--- src/rtl/wb_bus_arbiter.sv ---
// Writeback bus arbiter: per-source result FIFOs feeding one registered
// broadcast (ROB writeback + issue-queue forwarding), granted round-robin.
module wb_bus_arbiter #(
  parameter int NUM_SRC = 3,
  parameter int PREG_W  = 6,
  parameter int ROB_W   = 6,
  parameter int DATA_W  = 32,
  parameter int DEPTH   = 2,
  localparam int SRC_W  = (NUM_SRC > 1) ? $clog2(NUM_SRC) : 1
) (
  input  logic                      clk,
  input  logic                      reset_n,
  input  logic                      flush,
  input  logic [NUM_SRC-1:0]        req_valid,
  output logic [NUM_SRC-1:0]        req_ready,
  input  logic [NUM_SRC*PREG_W-1:0] req_preg,
  input  logic [NUM_SRC*ROB_W-1:0]  req_rob_idx,
  input  logic [NUM_SRC*DATA_W-1:0] req_value,
  output logic                      wb_valid,
  output logic [PREG_W-1:0]         wb_preg,
  output logic [ROB_W-1:0]          wb_rob_idx,
  output logic [DATA_W-1:0]         wb_value,
  output logic [SRC_W-1:0]          wb_src,
  output logic [15:0]               conflict_cnt
);

  localparam int PTR_W = (DEPTH > 1) ? $clog2(DEPTH) : 1;
  localparam int CNT_W = $clog2(DEPTH + 1);
  localparam int ENT_W = PREG_W + ROB_W + DATA_W;

  logic [ENT_W-1:0] mem [NUM_SRC][DEPTH];
  logic [PTR_W-1:0] wr_ptr [NUM_SRC];
  logic [PTR_W-1:0] rd_ptr [NUM_SRC];
  logic [CNT_W-1:0] count [NUM_SRC];
  logic [ENT_W-1:0] head [NUM_SRC];

  logic [NUM_SRC-1:0] non_empty;
  logic [NUM_SRC-1:0] push;
  logic [NUM_SRC-1:0] pop;
  logic [SRC_W-1:0]   last;
  logic [SRC_W-1:0]   grant_idx;
  logic [SRC_W-1:0]   cand;
  logic               grant_valid;
  logic               seen_one;
  logic               multi_req;

  // Ready/occupancy flags come only from registered counts; flush blocks both push and pop
  always_comb begin
    for (int i = 0; i < NUM_SRC; i++) begin
      req_ready[i] = (count[i] != CNT_W'(DEPTH));
      non_empty[i] = (count[i] != '0);
      head[i]      = mem[i][rd_ptr[i]];
      push[i]      = req_valid[i] && req_ready[i] && !flush;
      pop[i]       = grant_valid && (grant_idx == SRC_W'(i)) && !flush;
    end
  end

  // Round-robin search starting just after the last granted source
  always_comb begin
    grant_valid = 1'b0;
    grant_idx   = '0;
    cand        = '0;
    for (int k = 1; k <= NUM_SRC; k++) begin
      cand = SRC_W'((int'(last) + k) % NUM_SRC);
      if (!grant_valid && non_empty[cand]) begin
        grant_valid = 1'b1;
        grant_idx   = cand;
      end
    end
  end

  // Detect cycles where two or more FIFOs compete for the bus
  always_comb begin
    seen_one  = 1'b0;
    multi_req = 1'b0;
    for (int i = 0; i < NUM_SRC; i++) begin
      if (non_empty[i]) begin
        if (seen_one) multi_req = 1'b1;
        seen_one = 1'b1;
      end
    end
  end

  // FIFO storage; contents need no reset because counts gate visibility
  always_ff @(posedge clk) begin
    for (int i = 0; i < NUM_SRC; i++) begin
      if (push[i]) begin
        mem[i][wr_ptr[i]] <= {req_preg[i*PREG_W +: PREG_W],
                              req_rob_idx[i*ROB_W +: ROB_W],
                              req_value[i*DATA_W +: DATA_W]};
      end
    end
  end

  // FIFO pointers and counts; flush empties every FIFO
  always_ff @(posedge clk or negedge reset_n) begin
    if (!reset_n) begin
      for (int i = 0; i < NUM_SRC; i++) begin
        wr_ptr[i] <= '0;
        rd_ptr[i] <= '0;
        count[i]  <= '0;
      end
    end else if (flush) begin
      for (int i = 0; i < NUM_SRC; i++) begin
        wr_ptr[i] <= '0;
        rd_ptr[i] <= '0;
        count[i]  <= '0;
      end
    end else begin
      for (int i = 0; i < NUM_SRC; i++) begin
        if (push[i]) wr_ptr[i] <= wr_ptr[i] + PTR_W'(1);
        if (pop[i])  rd_ptr[i] <= rd_ptr[i] + PTR_W'(1);
        if (push[i] && !pop[i])      count[i] <= count[i] + CNT_W'(1);
        else if (!push[i] && pop[i]) count[i] <= count[i] - CNT_W'(1);
      end
    end
  end

  // Registered broadcast; payload holds when idle, last pointer survives flush
  always_ff @(posedge clk or negedge reset_n) begin
    if (!reset_n) begin
      wb_valid   <= 1'b0;
      wb_preg    <= '0;
      wb_rob_idx <= '0;
      wb_value   <= '0;
      wb_src     <= '0;
      last       <= SRC_W'(NUM_SRC - 1);
    end else if (flush) begin
      wb_valid <= 1'b0;
    end else if (grant_valid) begin
      wb_valid                          <= 1'b1;
      {wb_preg, wb_rob_idx, wb_value}   <= head[grant_idx];
      wb_src                            <= grant_idx;
      last                              <= grant_idx;
    end else begin
      wb_valid <= 1'b0;
    end
  end

  // Saturating contention counter, unaffected by flush
  always_ff @(posedge clk or negedge reset_n) begin
    if (!reset_n) begin
      conflict_cnt <= '0;
    end else if (multi_req && (conflict_cnt != 16'hFFFF)) begin
      conflict_cnt <= conflict_cnt + 16'd1;
    end
  end

endmodule

--- config.mk ---
export PLATFORM = sky130hd
export DESIGN_NAME = wb_bus_arbiter
export DESIGN_NICKNAME = d
export VERILOG_FILES = /design/src/rtl/wb_bus_arbiter.sv
export SDC_FILE = /design/constraint.sdc
export NUM_CORES = 1
export LEC_CHECK = 0
export CAP_MARGIN = 20
export CORE_ASPECT_RATIO = 0.6
export CORE_UTILIZATION = 49
export DETAILED_ROUTE_END_ITERATION = 10
export PLACE_DENSITY = 0.82
export SYNTH_ARGS = -nofsm -noshare
export SYNTH_HDL_FRONTEND = slang
export SYNTH_SLANG_ARGS = --single-unit
--- constraint.sdc ---
create_clock -name clk -period 4.05 [get_ports clk]
set_input_delay 1.0125 -clock clk [delete_from_list [all_inputs] [get_ports clk]]
set_output_delay 1.0125 -clock clk [all_outputs]
set_load 0.005 [all_outputs]
* Word level (Yosys, flattened, before mapping)
Memory sizes are Yosys's and may differ from the RTL's.
Index checks and enable logic that the tools add are counted.
** Operators by class
- Add/subtract/negate cells :: 16
- Div/mod/pow operators :: 3
- Magnitude comparators :: 13
- Equal/unequal tests :: 6
- Multiplexer cells :: 59
- Bitwise gates (word level) :: 8
- Reductions and logical operators :: 47
** Operators with widths (count)
- $mux 44 :: 14
- $mux 88 :: 3
- $demux 44 s1 :: 3
- $mod 32x3->32 const B :: 3
- $bmux 44 s2 :: 1
- $logic_and 1x1->1 :: 24
- $mux 1 :: 23
- $mux 2 :: 9
- $reduce_bool 2->1 :: 9
- $add 16x1->16 const B :: 1
- $ne 16x16->1 const B :: 1
- $ge 2x2->1 const B :: 6
- $not 1->2 :: 6
- $logic_not 1->1 :: 9
- $lt 2x3->1 const B :: 3
- $reduce_bool 3->1 :: 3
- $add 1x1->1 const B :: 6
- $add 2x1->2 const B :: 3
- $add 2x2->3 const B :: 2
- $bmux 1 s2 :: 3
- $lt 2x1->1 const B :: 3
- $mux 3 :: 2
- $mux 6 :: 1
- $ne 2x2->1 const B :: 3
- 9 further kinds :: 11
** Storage, ports and cells
- Register bits after elaboration :: 77
- RAM bits :: 264
- Input port bits :: 138
- Output and inout bits :: 66
- Word-level logic and storage cells :: 169
- Memories :: 1
** Memory list
- mem :: depth 3, bits a word 88, read ports 3, clocked after memory_dff 0, write ports 3, RTL line 31 : logic [ENT_W-1:0] mem [NUM_SRC][DEPTH];

* Longest topological paths before layout
Gate-level depths: netlist of the first run.
- Word-level depth :: 18
- Depth in mapped cells :: 12
- Depth with buffers taken out :: 9

* Least setup slack after synthesis of the first run
Ideal clock, no wire load.
- Path type :: input -> register
- Start point :: in flush
- End point :: mem mem[0][0] in the netlist's numbering, enable pin
- Library setup time :: 0.509 ns
- Arrival time :: 4.477 ns
- Data required time :: 3.541 ns
- Path slack :: -0.936 ns
- Stages on the path :: 2
- Cells stage by stage :: clkbuf_1 nor3b_1
** RTL lines
- start, declared :: RTL line 13 : input logic flush,
- end, declared :: RTL line 31

==> metrics, run 1 <==
met3 routed WL 2594 µm; largest net degree at the start of global routing 93; antenna violation net count after detailed routing 0; Layout Skew 0.01061 ns; number of synthesized flops with an enable pin 264; Max Fclk 293.4 MHz; highest metal used met4; Worst Setup End Kind flip-flop; First-pass DRT Iterations 5; routability cong. 0.8193; CTS tree done; synthesized flop and latch total 340; Via Count 8169; net switching power 4.097 mW; total gr overflow 0; Yosys cell types 54; hold buffers post-CTS 0; cells along the critical path inv_1 -> ha_1 -> a211o_1 -> a31oi_2 -> nand2_2 -> a2111oi_0 -> o21ai_1; Initial Util 50.46%; Top delay family on crit path compound AO/OA/AOI/OAI gates; Period minus WS final 3.408 ns; die area 28190 µm²; die height 130.5 µm; CP Buf/Inv Count 1; Iter 0 DRT Violations 741; syn nets 995; first-pass GRT wire length 47710 µm; CP Max Fanout 42; cell-internal power 8.084 mW; Critical-path top delay cell a2111oi_0; sw frac 33.63%; Inst Count DP 1375; post-route clock period utilization 84.15%; Yosys Warn Count 0; crit path DAT 3.82 ns; layout cells sized above 1 8.388%; Post-CTS Resized 0; area grow syn2layout 26.30%; Worst Setup Path Type flip-flop to flip-flop; r2r setup slk 0.64 ns; Hold WC Path Type input pin to asynchronous set/reset pin; worst skew pair latency 0.56 ns; post-CTS setup repair buffer count 0; Pwr Density 715.6 nW/µm²; r2r worst-path depth 7; Final #Nets 1192; setup_tns 0 ns; met1 WL 14000 µm; GRT Total Usage 22.53%; antenna violations before repair 1; Final Hold Fails 0; fillers 1930; Die Span X 216.1 µm; DR WL/cell 22.25 µm; Worst VDD drop 0.7319 mV; Pleak 5.861 nW; slowest stage delay, CP 0.94 ns; post-layout util 63.74%; FFs w/ async S/R, synth 22.35%; share of the yosys chip area belonging to registers 72.95%; Logic pwr share 34.4%; fin. max-slew vios 0; RSZ-0062 raised after global routing false; Non-Filler Instances 1434; Clock transition at path regs 0.07 ns; ys flop type edfxtp_1; clock share of power 25.5%; WL final 31910 µm; Slew headroom 13.61%; DR DRC count 0; Root Driver clkbuf_16; startpoint type of the worst setup path flip-flop; Clock Tree Buf Depth 3; final setup fails 0; leading area contributor after synthesis edfxtp_1; CTS Buf Count 31; hpwl dp 19610 µm; Area after DPL 15900 µm²; Core Area 26710 µm²; site row count 46; H-tree depth 1; total power 12.18 mW; synthesized cell area 13480 µm²; status finished clean; CP Depth 7; vias in the first global route 8127; number of max-cap violations 0; register share of total power 40.1%; IO Count 204; Slew @ Worst Pin 1.296 ns; post-route cell area 17020 µm²; DR WL met2 14820 µm; synth top area cells edfxtp_1 (59%), dfrtp_1 (14%), mux2i_1 (6.5%), a221o_1 (3.3%), a2111oi_0 (2.9%); vias per cell 5.697; CP required 4.47 ns; synthesized area per cell 15.82 µm²; total clock sinks 340; cell count after synthesis 852; buffers added on ports 203; Yosys top cell area share 58.82%
[per-stage QoR]
step	setup slack, ns	hold slack, ns
floorplan	-0.9360	0.4793
global placement	0.8719	0.4715
detailed placement	0.7421	0.4782
finish	0.6420	0.3037
CTS	0.7133	0.4927
global route	0.4893	0.2849
[cells in the final DEF (no fill, tap or decap), drive strengths merged, types with 20 or more instances in the layout]
| cell | instances |
|---|---|
| a221o | 44 |
| nor2 | 20 |
| clkbuf | 45 |
| clkdlybuf4s50 | 202 |
| dfrtp | 75 |
| nand2 | 56 |
| mux2i | 88 |
| edfxtp | 264 |
| nor2b | 45 |
| o21ai | 46 |
| xnor2 | 20 |
| a2111oi | 44 |
[cells by family after synthesis]
family,after synthesis,share of synthesized area (%)
AND/OR/NAND/NOR,162,6.174
adder cells (fa/ha/maj),6,0.5385
buffers and inverters,59,2.061
multiplexers,89,6.620
AO/OA/AOI/OAI,169,9.906
XOR/XNOR,27,1.755
flip-flops,340,72.95
[synthesized netlist by cell type (3+ instances only)]
cell	n
inv_1	4
edfxtp_1	264
nand4_1	5
and4_1	3
dfrtp_1	75
buf_4	4
and3_1	3
buf_6	4
nand2b_1	8
a21oi_1	11
clkbuf_1	36
nor3_1	6
nand3_1	6
ha_1	5
buf_2	9
o21ai_1	45
xnor2_1	20
a221o_1	44
nor3b_1	3
a211oi_1	5
nand2_1	56
xor2_1	7
mux2i_1	88
nor2b_1	45
nor2_1	18
a2111oi_0	44
[power by group through the flow]
stage	Clock (mW)	Combinational, mW	Sequential [mW]
floorplan	0	2.80	4.68
global placement	0	4.03	4.93
detailed placement	0	4.18	4.94
CTS	3.16	4.20	4.88
global route	3.29	4.54	4.95
finish	3.11	4.19	4.89
[final cells by class]
| class | instances | area (µm²) | share of cell area, % |
|---|---|---|---|
| timing repair buffer | 219 | 2195 | 12.89 |
| clock buffer | 45 | 898.4 | 5.278 |
| clock inverter | 12 | 191.4 | 1.125 |
| inverter | 4 | 15.01 | 0.08821 |
| tap | 360 | 450.4 | 2.646 |
| multi-input combinational | 453 | 3427 | 20.13 |
| antenna | 1 | 2.502 | 0.01470 |
| sequential | 340 | 9842 | 57.82 |
[routing by layer]
| metal | global-route usage, % | vias up |
|---|---|---|
| met5 | 0 | - |
| met1 | 31.89 | 4095 |
| met3 | 5.556 | 35 |
| met4 | 4.391 | 0 |
| met2 | 35.95 | 324 |
| li1 | - | 3715 |
[sequential cells by signal (all words and copies together), names as in the netlist]
| signal | cells |
|---|---|
| mem | 264 |
| wb_value | 32 |
| conflict_cnt | 16 |
| count | 6 |
| wb_preg | 6 |
| wb_rob_idx | 6 |
| rd_ptr | 3 |
| wr_ptr | 3 |
| wb_src | 2 |
| last | 1 |
| wb_valid | 1 |
[final timing paths]
kind | start | to
max | wb_src[0] | wb_value[4]
min | reset_n | wb_valid
max reg2reg | wb_src[0] | wb_value[4]
min reg2reg | wb_value[21] | wb_value[21]
max in group asynchronous | reset_n | wb_value[7]
min in group clk | wb_value[21] | wb_value[21]
No activity file was read; power rests on OpenSTA's default activity.
==> inputs of run 2 (changes only) <==
==> constraint.sdc (replaced) <==
create_clock -name clk -period 3.04 [get_ports clk]
set_input_delay 0.76 -clock clk [delete_from_list [all_inputs] [get_ports clk]]
set_output_delay 0.76 -clock clk [all_outputs]
set_load 0.005 [all_outputs]
==> run 2 against run 1 <==
Global-route usage shrank 0.095 points. Highest routed layer unchanged. Non-clock buffer count grew 15. Utilization grew 0.52 points. Cell area grew 0.82%. Via count grew 1.3%. Clock-buffer cell count shrank 5.
==> metrics, run 2 (synthesis gave the netlist of run 1 again) <==
CP Buf/Inv Count 2 (+1); vias per cell 5.725 (+0.51%); R2R Path Start last[1]; first-pass GRT wire length 47550 µm (-0.32%); number of max-cap violations 0 (unchanged); Inst Count DP 1391 (+1.2%); WL final 31440 µm (-1.4%); clock share of power 24.2% (-1.3 points); Worst Setup End Kind flip-flop; final setup fails 0 (unchanged); DR WL/cell 21.75 µm (-2.3%); most frequent cells in the layout edfxtp_1 (264), clkdlybuf4s50_1 (202), mux2i_1 (88); startpoint type of the worst setup path flip-flop; sw frac 33.75% (+0.12 points); Largest register FFs 264 (unchanged); Setup Slack @ Placement 0.2069 ns (-0.5351 ns); total power 16.23 mW (+33%); post-route clock period utilization 91.31% (+7.2 points); crit path DAT 3.20 ns (-0.62 ns); Iter 0 DRT Violations 768 (+3.6%); Period minus WS final 2.776 ns (-0.6323 ns); r2r endpoint wb_rob_idx[2]; Pleak 5.929 nW (+1.2%); GRT Total Usage 22.44% (-0.095 points); Multi-input gate area 3470 µm² (+1.2%); worst skew pair latency 0.56 ns (about the same); site row count 46 (unchanged); Slew @ Worst Pin 0.9417 ns (-0.3542 ns); CTS Buf Count 30 (-3.2%); Core Area 26710 µm² (unchanged); die area 28190 µm² (unchanged); post-route cell area 17160 µm² (+0.82%); hold buffers post-CTS 0 (unchanged); Worst Setup Path Type flip-flop to flip-flop; Via Count 8279 (+1.3%); largest net degree at the start of global routing 91 (-2.2%); cells along the critical path inv_1 -> ha_1 -> nand2b_1 -> a21oi_2 -> a211oi_4 -> a21o_4 -> buf_4 -> a2111oi_1 -> o21ai_1; worst setup margin 0.2643 ns (-0.3777 ns); cell-internal power 10.75 mW (+33%); r2r setup slk 0.26 ns (-0.38 ns); Hold WC Path Type input pin to asynchronous set/reset pin; area grow syn2layout 27.34%; layout cells sized above 1 9.576% (+1.2 points); H-tree depth 1 (unchanged); most common cell after layout, fill and taps aside edfxtp_1; Top delay family on crit path compound AO/OA/AOI/OAI gates; Layout Skew 0.009552 ns (-0.001055 ns); Root Driver clkbuf_16; crit path from last[1]; register share of total power 40.2% (about the same); fillers 1904 (-1.3%); CTS tree done; Non-Filler Instances 1446 (+0.84%); First-pass DRT Iterations 6 (+1); Logic pwr share 35.6% (+1.2 points); Slew headroom 37.22% (+24 points); Clock transition at path regs 0.07 ns (about the same); Die Span X 216.1 µm (unchanged); DR DRC count 0 (unchanged); status finished clean; hold slack 0.2386 ns (-0.06514 ns); antenna violation net count after detailed routing 0 (unchanged); r2r worst-path depth 9 (+2); routability cong. 0.8880 (+8.4%); CP required 3.47 ns (-1.00 ns); Pwr Density 945.8 nW/µm² (+32%); Final Hold Fails 0 (unchanged); total clock sinks 340 (unchanged); Initial Util 50.46% (unchanged); antenna violations before repair 0 (-1); buffers added on ports 203 (unchanged); hpwl dp 19880 µm (+1.4%); Max Fclk 360.3 MHz (+23%); fin. max-slew vios 0 (unchanged); slowest stage delay, CP 0.55 ns (-0.39 ns); net switching power 5.478 mW (+34%); Worst VDD drop 0.8155 mV (+11%); setup_tns 0 ns (unchanged); ANT cells 0 (-1); vias in the first global route 7969 (-1.9%); Final #Nets 1206 (+1.2%); sequential cell area 9842 µm² (unchanged); Critical-path top delay cell dfstp_2; IO Count 204 (unchanged); total gr overflow 0 (unchanged); CP Max Fanout 23 (-45%); post-layout util 64.26% (+0.52 points); Area after DPL 16130 µm² (+1.5%); die height 130.5 µm (unchanged); Clock Tree Buf Depth 3 (unchanged); RSZ-0062 raised after global routing false
[run 2: cell types whose count changed in the layout (fill, tap and decap cells not counted), moves of 3 or more]
cell      change
buf_4        +10
buf_12        +6
clkbuf_8      -4
nor3_2        -3
nor3_4        +3
nor3b_2       -3
nor3b_4       +3
[run 2: metal layers]
metal,vias up,global-route usage (%),part of all wire (%),wire [µm]
li1,3751,-,-,-
met1,4166,34.32,48,14960
met2,317,33.33,43,13640
met3,45,4.722,7.5,2374
met4,0,4.557,1.5,463
met5,-,0,0,0
[run 2: worst register-to-register path, stage by stage (launching register included)]
cell       delay (ns)
dfstp_2          0.55
inv_1            0.09
ha_1             0.29
nand2b_1         0.23
a21oi_2          0.19
a211oi_4         0.10
a21o_4           0.34
buf_4            0.24
a2111oi_1        0.52
o21ai_1          0.11
[run 2: worst max-delay path by stage]
stage,end,cells after the start
after floorplan,mem[0][220],2
after global placement,wb_value[31],9
after detailed placement,wb_rob_idx[2],9
after CTS,wb_rob_idx[2],9
after global routing,wb_value[15],9
final,wb_rob_idx[2],9
[run 2: power by group through the flow]
stage,Sequential [mW],Combinational (mW),Clock [mW]
floorplan,6.22,3.74,0
global placement,6.57,5.53,0
detailed placement,6.60,5.72,0
CTS,6.51,5.76,4.00
global route,6.60,6.31,4.17
finish,6.53,5.78,3.92
[run 2: repair_timing]
| action | CTS | global route |
|---|---|---|
| resized for setup | 0 | 3 |
| setup endpoints to repair | 0 | 4 |
| buffers inserted | 0 | 0 |
[run 2: layout make-up]
class	count	share of cell area, %
repair buffers	234	13.76
multi-input cells	453	20.22
flip-flops and latches	340	57.35
inverters	4	0.08749
clock buffers	40	4.892
well taps	360	2.625
clock inverters	15	1.064
==> inputs of run 3 (changes only) <==
==> constraint.sdc (replaced) <==
create_clock -name clk -period 3.04 [get_ports clk]
set_input_delay 0.76 -clock clk [delete_from_list [all_inputs] [get_ports clk]]
set_output_delay 0.76 -clock clk [all_outputs]
set_load 0.01 [all_outputs]
==> results of run 3 <==
The final DEF is identical to that of run 2. Status: finished clean.
Main changes from that run: total power 16.23 mW -> 16.38 mW; worst IR drop on VDD 0.8155 mV -> 0.8169 mV
